$ cat src/rtl/cnt_bcd_display.sv
// Samples an 8-bit count, converts it to 3-digit BCD with a bit-serial double-dabble engine,
// flags wrap-around between samples and scans the result onto a 3-digit 7-segment display.
module cnt_bcd_display #(
    parameter int unsigned SCAN_DIV = 4
) (
    input  logic        clk,
    input  logic        rst,
    input  logic [7:0]  cnt_in,
    input  logic        load,
    output logic        busy,
    output logic        bcd_valid,
    output logic [11:0] bcd,
    output logic        wrap,
    output logic [2:0]  an,
    output logic [6:0]  seg
);

    typedef enum logic [0:0] {StIdle, StShift} state_e;

    localparam logic [15:0] DivLast = 16'(SCAN_DIV - 1);

    state_e      state_q, state_d;
    logic [7:0]  sample_q, shift_q, prev_q;
    logic [11:0] scratch_q, scratch_next, bcd_q;
    logic [2:0]  bit_cnt_q;
    logic        valid_q, wrap_q;
    logic        accept, shifting, last;
    logic [15:0] div_q;
    logic [1:0]  digit_q;
    logic [2:0]  an_q;
    logic [6:0]  seg_q;
    logic [3:0]  digit_val;
    logic        blank;
    logic [6:0]  seg_d;

    function automatic logic [3:0] add3(input logic [3:0] d);
        return (d >= 4'd5) ? d + 4'd3 : d;
    endfunction

    function automatic logic [6:0] seg7(input logic [3:0] d);
        case (d)
            4'd0:    return 7'h3F;
            4'd1:    return 7'h06;
            4'd2:    return 7'h5B;
            4'd3:    return 7'h4F;
            4'd4:    return 7'h66;
            4'd5:    return 7'h6D;
            4'd6:    return 7'h7D;
            4'd7:    return 7'h07;
            4'd8:    return 7'h7F;
            4'd9:    return 7'h6F;
            default: return 7'h00;
        endcase
    endfunction

    always_ff @(posedge clk) begin
        if (rst) state_q <= StIdle;
        else     state_q <= state_d;
    end

    always_comb begin
        state_d = state_q;
        case (state_q)
            StIdle:  if (load) state_d = StShift;
            StShift: if (bit_cnt_q == 3'd7) state_d = StIdle;
            default: state_d = StIdle;
        endcase
    end

    always_comb begin
        busy     = (state_q == StShift);
        accept   = (state_q == StIdle) && load;
        shifting = (state_q == StShift);
        last     = shifting && (bit_cnt_q == 3'd7);
    end

    // Adjust every digit first, then shift in the next sample bit.
    always_comb begin
        scratch_next = {add3(scratch_q[11:8]), add3(scratch_q[7:4]), add3(scratch_q[3:0])};
        scratch_next = {scratch_next[10:0], shift_q[7]};
    end

    always_ff @(posedge clk) begin
        if (rst) begin
            sample_q  <= '0;
            shift_q   <= '0;
            prev_q    <= '0;
            scratch_q <= '0;
            bit_cnt_q <= '0;
            bcd_q     <= '0;
            valid_q   <= 1'b0;
            wrap_q    <= 1'b0;
        end else begin
            valid_q <= 1'b0;
            wrap_q  <= 1'b0;
            if (accept) begin
                sample_q  <= cnt_in;
                shift_q   <= cnt_in;
                scratch_q <= '0;
                bit_cnt_q <= '0;
            end else if (shifting) begin
                shift_q   <= {shift_q[6:0], 1'b0};
                scratch_q <= scratch_next;
                bit_cnt_q <= bit_cnt_q + 3'd1;
                if (last) begin
                    bcd_q   <= scratch_next;
                    valid_q <= 1'b1;
                    wrap_q  <= (sample_q < prev_q);
                    prev_q  <= sample_q;
                end
            end
        end
    end

    always_comb begin
        unique case (digit_q)
            2'd1:    begin digit_val = bcd_q[7:4];  blank = (bcd_q[11:4] == 8'h00); end
            2'd2:    begin digit_val = bcd_q[11:8]; blank = (bcd_q[11:8] == 4'h0);  end
            default: begin digit_val = bcd_q[3:0];  blank = 1'b0;                   end
        endcase
        seg_d = blank ? 7'h00 : seg7(digit_val);
    end

    // an/seg follow the digit index one cycle later, so every digit lags terminal count equally.
    always_ff @(posedge clk) begin
        if (rst) begin
            div_q   <= '0;
            digit_q <= '0;
            an_q    <= 3'b001;
            seg_q   <= 7'h3F;
        end else begin
            if (div_q == DivLast) begin
                div_q   <= '0;
                digit_q <= (digit_q == 2'd2) ? 2'd0 : digit_q + 2'd1;
            end else begin
                div_q <= div_q + 16'd1;
            end
            an_q  <= 3'b001 << digit_q;
            seg_q <= seg_d;
        end
    end

    assign bcd_valid = valid_q;
    assign bcd       = bcd_q;
    assign wrap      = wrap_q;
    assign an        = an_q;
    assign seg       = seg_q;

endmodule

$ cat config.mk
export PLATFORM = sky130hd
export DESIGN_NAME = cnt_bcd_display
export DESIGN_NICKNAME = d
export VERILOG_FILES = /design/src/rtl/cnt_bcd_display.sv
export SDC_FILE = /design/constraint.sdc
export NUM_CORES = 1
export LEC_CHECK = 0
export CAP_MARGIN = 15
export CORE_ASPECT_RATIO = 0.5
export CORE_MARGIN = 10
export CORE_UTILIZATION = 56
export CTS_CLUSTER_DIAMETER = 30
export DETAILED_ROUTE_END_ITERATION = 16
export PLACE_DENSITY = 0.86
export SLEW_MARGIN = 10
export SYNTH_ARGS = -nofsm -noshare
export SYNTH_HDL_FRONTEND = slang
export SYNTH_SLANG_ARGS = --single-unit
$ cat constraint.sdc
create_clock -name clk -period 2.7 [get_ports clk]
set_input_delay 0.405 -clock clk [delete_from_list [all_inputs] [get_ports clk]]
set_output_delay 0.405 -clock clk [all_outputs]
set_load 0.02 [all_outputs]
==> impl_metrics.env, run 1 <==
export IMPL_ir_worst_vdd_v=0.000285
export IMPL_ys_ff_latch=82
export IMPL_rows=20
export IMPL_synthToLayoutAreaGrowth_pct=20.4
export IMPL_fillCellCount=456
export IMPL_yosys_area_share_simple=0.168
export IMPL_place_area_um2=4060
export IMPL_cts_buffers=9
export IMPL_start_util=0.586
export IMPL_hp_class="flop to flop"
export IMPL_yosysSeqAreaShare=0.453
export IMPL_final_util=0.706
export IMPL_grt_pass1_vias=2726
export IMPL_setup_ws_ns=0.443
export IMPL_worst_setup_path_type="flop to flop"
export IMPL_drive_gt1_frac=0.0688
export IMPL_grt_pass1_wl_um=13100
export IMPL_tightest_slew_ns=0.567
export IMPL_htree_levels=3
export IMPL_dp_slack_ns=0.481
export IMPL_skew_ns=0.00620
export IMPL_syn_avg_cell_area_um2=9.17
export IMPL_wl_um=7810
export IMPL_final_cells=524
export IMPL_min_period_ns=2.26
export IMPL_drtIter0Drc=238
export IMPL_cts_root_buf="clkbuf_16"
export IMPL_final_cell_mix="82 x dfxtp_1, 52 x nor2_1, 36 x nand2_1"
export IMPL_dieArea_um2=10300
export IMPL_synth_edff_count=0
export IMPL_synth_distinct_cells=41
export IMPL_track_usage=0.153
export IMPL_max_cap_viol_count=0
export IMPL_synth_compound_area_share=0.151
export IMPL_cts_hold_buf=0
export IMPL_cts_tree="built"
export IMPL_p_leak_nw=1.71
export IMPL_slew_violations=0
export IMPL_coreArea_um2=6180
export IMPL_netlist_area_um2=3620
export IMPL_hold_viol_final=0
export IMPL_whs_ns=0.452
export IMPL_final_common_cell="dfxtp_1"
export IMPL_cp_arrival_ns=2.48
export IMPL_drc=0
export IMPL_status="finished, final reports clean"
export IMPL_fmax_mhz=443
export IMPL_crit_path_end_kind="flop"
export IMPL_numClockSinks=82
export IMPL_cp_max_fo=9
export IMPL_synthMuxAreaShare=0.0670
export IMPL_synth_adder_area_share=0.0794
export IMPL_die_h_um=76.9
export IMPL_dp_cells=508
export IMPL_pwr_density_cell_nw_per_um2=624
export IMPL_antenna_cells=0
export IMPL_synth_xor_xnor_area_share=0.0435
export IMPL_power_total_mw=2.72
export IMPL_cp_required_ns=2.93
export IMPL_finalSetupViolCount=0
export IMPL_rsz0062_at_grt="no"
export IMPL_final_nets=465
export IMPL_num_io_pins=36
export IMPL_wire_per_inst_um=14.9
export IMPL_fin_area_um2=4360
export IMPL_grt_max_degree=29
export IMPL_synth_cells=395
export IMPL_yosys_warnings=0
export IMPL_synthArstFlopShare=0
export IMPL_dr_total_vias=2831
export IMPL_clkTransAtPathRegs_ns=0.06
export IMPL_viasPerCell=5.40
export IMPL_cp_start_kind="flop"
export IMPL_grt_ovfl_total=0
export IMPL_maxSlewHeadroom=0.621
export IMPL_place_gp_congestion=0.817
export IMPL_antenna_found_initial=0
export IMPL_synth_top_family_by_area="simple AND/OR/NAND/NOR gates"
export IMPL_synthFlopType="dfxtp_1"
export IMPL_cts_buffer_depth=2
export IMPL_hpwl_um=5400
export IMPL_cts_resized=0
export IMPL_syn_nets=429
export IMPL_fin_crit_sh=0.836
export IMPL_die_x_um=134
export IMPL_ant_nets=0
export IMPL_io_buffers=35
export IMPL_clock_latency_ns=0.33
export IMPL_postCtsSetupRepairBufs=0
export IMPL_drt_pass1_iter_count=6
export IMPL_tns_ns=0
## worst max-delay path, stage by stage, from the launching register on
cell and delay, ns:
dfxtp_1 0.39, inv_1 0.11, ha_1 0.51, nor2_1 0.10
a21oi_2 0.25, ha_1 0.30, or2_2 0.29, a21o_2 0.20
## final timing paths
kind                    from       end  slack, ns  cells past startpoint
hold reg to reg     div_q[0]  div_q[0]       0.45                      1
setup reg to reg  digit_q[0]    seg[1]       0.44                      7
setup / recovery  digit_q[0]    seg[1]       0.44                      7
hold / removal      div_q[0]  div_q[0]       0.45                      1
## state kept, by name, indices dropped and copies added, names as in the netlist, 2 cells and up
register,flops
prev_q,8
an,3
sample_q,8
digit_q,2
bit_cnt_q,3
scratch_q,12
seg,7
bcd,12
div_q,16
shift_q,8
## power by group
part	leakage, nW	total, mW	switching, mW	internal [mW]
registers	0.666	1.27	0.0234	1.25
logic	0.893	0.240	0.136	0.104
clock network	0.147	1.21	0.448	0.766
## Yosys cell counts (10+ instances only)
master,count,share of area
clkbuf_1,10,0.010
dfxtp_1,82,0.45
mux2i_1,22,0.061
inv_1,18,0.019
ha_1,23,0.079
o21ai_0,11,0.015
xnor2_1,11,0.027
a21oi_1,31,0.043
nand3_1,10,0.014
nand2_1,36,0.037
nor2_1,52,0.054
a22o_1,16,0.039
## metal layers
metal	track usage	routed length [um]
met5	0	0
met1	0.193	3730
met4	0.0551	119
met2	0.242	3640
met3	0.0442	329
## cell families (layout without fill, tap and decap cells)
logic type,count (synthesis),in the layout
AND/OR/NAND/NOR,133,133
flip-flops,82,82
AO/OA/AOI/OAI,81,81
buffers and inverters,35,76
adder cells (fa/ha/maj),23,23
multiplexers,23,23
XOR/XNOR,18,18
## final cells by class
type,count,area (um2),area share
multi-input cells,278,1840,0.423
flip-flops and latches,82,1640,0.376
repair buffers,41,395,0.0906
clock buffers,14,264,0.0605
well taps,88,110,0.0252
inverters,19,71.3,0.0164
clock inverters,2,35.0,0.00803
Note: power is estimated with default switching activity, not from simulation.
==> inputs of run 2 (changes only) <==
Settings changed: CORE_UTILIZATION 56 to 51, PLACE_DENSITY 0.86 to 0.82.
Clock period 2.7 ns to 2.07 ns, I/O delays scaled along.
==> run 2 against run 1 <==
Net effect: maximum frequency is 16% higher; clock power up 24%; wire length fell by 1.3%; sequential cell count did not move; critical path type unchanged; global-route usage shrank 0.87 points; clock skew shrank 0.0012 ns; register-to-register slack got worse by 0.31 ns; design area up 2.0%; power increased by 28%; critical endpoint unchanged.
==> impl_metrics.env, run 2 (synthesized netlist as in run 1, its figures left out) <==
export IMPL_wl_um=7710
export IMPL_rows=21
export IMPL_place_area_um2=4140
export IMPL_cp_required_ns=2.30
export IMPL_htree_levels=3
export IMPL_cp_max_fo=4
export IMPL_cts_hold_buf=0
export IMPL_rsz0062_at_grt="no"
export IMPL_cts_buffer_depth=2
export IMPL_final_common_cell="dfxtp_1"
export IMPL_clock_latency_ns=0.33
export IMPL_ir_worst_vdd_v=0.000532
export IMPL_final_cell_mix="80 x dfxtp_1, 52 x nor2_1, 36 x nand2_1"
export IMPL_min_period_ns=1.94
export IMPL_drc=0
export IMPL_cts_buffers=9
export IMPL_skew_ns=0.00502
export IMPL_fin_crit_sh=0.937
export IMPL_finalSetupViolCount=0
export IMPL_dr_total_vias=2843
export IMPL_largest_register_ffs=16
export IMPL_power_total_mw=3.49
export IMPL_synthToLayoutAreaGrowth_pct=22.8
export IMPL_cp_arrival_ns=2.17
export IMPL_fin_area_um2=4450
export IMPL_antenna_cells=0
export IMPL_pwr_density_cell_nw_per_um2=784
export IMPL_max_cap_viol_count=0
export IMPL_largest_register="div_q"
export IMPL_fmax_mhz=516
export IMPL_crit_path_end_kind="flop"
export IMPL_cp_start_kind="flop"
export IMPL_antenna_found_initial=0
export IMPL_postCtsSetupRepairBufs=0
export IMPL_viasPerCell=5.29
export IMPL_clkTransAtPathRegs_ns=0.06
export IMPL_worst_setup_path_type="flop to flop"
export IMPL_hp_class="flop to flop"
export IMPL_status="finished, final reports clean"
export IMPL_tightest_slew_ns=0.566
export IMPL_grt_pass1_wl_um=13100
export IMPL_coreArea_um2=6780
export IMPL_hold_viol_final=0
export IMPL_grt_ovfl_total=0
export IMPL_die_h_um=79.6
export IMPL_start_util=0.535
export IMPL_num_io_pins=36
export IMPL_ant_nets=0
export IMPL_dp_cells=521
export IMPL_io_buffers=35
export IMPL_dieArea_um2=11100
export IMPL_tns_ns=0
export IMPL_wire_per_inst_um=14.4
export IMPL_whs_ns=0.448
export IMPL_fillCellCount=533
export IMPL_p_leak_nw=1.74
export IMPL_maxSlewHeadroom=0.622
export IMPL_drt_pass1_iter_count=4
export IMPL_drive_gt1_frac=0.110
export IMPL_final_cells=537
export IMPL_hpwl_um=5450
export IMPL_grt_pass1_vias=2803
export IMPL_track_usage=0.144
export IMPL_slew_violations=0
export IMPL_cts_root_buf="clkbuf_16"
export IMPL_grt_max_degree=31
export IMPL_cts_tree="built"
export IMPL_drtIter0Drc=174
export IMPL_place_gp_congestion=0.779
export IMPL_numClockSinks=82
export IMPL_final_nets=474
export IMPL_die_x_um=139
==> run 2: final cells by class <==
class / count / area [um2] / area share
multi-input cells: 278 / 1860 / 0.419
clock buffers: 12 / 267 / 0.0599
well taps: 92 / 115 / 0.0259
inverters: 19 / 71.3 / 0.0160
flip-flops and latches: 82 / 1640 / 0.370
clock inverters: 4 / 25.0 / 0.00563
repair buffers: 50 / 463 / 0.104
==> run 2: routing by layer <==
| metal | up-vias | part of all wire | global-route usage |
|---|---|---|---|
| met5 | - | 0 | 0 |
| met4 | 0 | 0.027 | 0.0694 |
| met3 | 19 | 0.047 | 0.0493 |
| met2 | 55 | 0.45 | 0.236 |
| met1 | 1318 | 0.47 | 0.167 |
| li1 | 1451 | - | - |
==> run 2: what timing repair did <==
item	CTS	global route
cloned	0	0
setup endpoints to repair	4	6
resized for setup	1	4
==> run 2: report_power, final <==
group          total (mW)  internal, mW  switching, mW
Sequential           1.65          1.62         0.0297
Clock                1.50         0.905          0.595
Combinational       0.334         0.151          0.183
==> run 2: metrics by stage <==
stage | util | worst slack, ns
after CTS | 0.656 | 0.0314
after floorplan | - | 0.00180
after global routing | 0.656 | 0.0124
after detailed placement | 0.611 | 0.0272
after global placement | 0.611 | 0.0794
final | 0.656 | 0.131
==> run 2: final timing paths <==
kind	depth (start not counted)	end	start	slack, ns
setup / recovery	8	seg[1]	digit_q[1]	0.13
hold / removal	1	div_q[0]	div_q[0]	0.45
setup reg to reg	8	seg[1]	digit_q[1]	0.13
hold reg to reg	1	div_q[0]	div_q[0]	0.45
==> run 2: critical path, stage by stage, from the launching register on <==
cell and delay [ns]:
dfxtp_2 0.34, inv_2 0.10, ha_1 0.22, a22oi_1 0.11
a21oi_2 0.16, inv_1 0.08, ha_1 0.31, or2_2 0.29
a21o_2 0.20
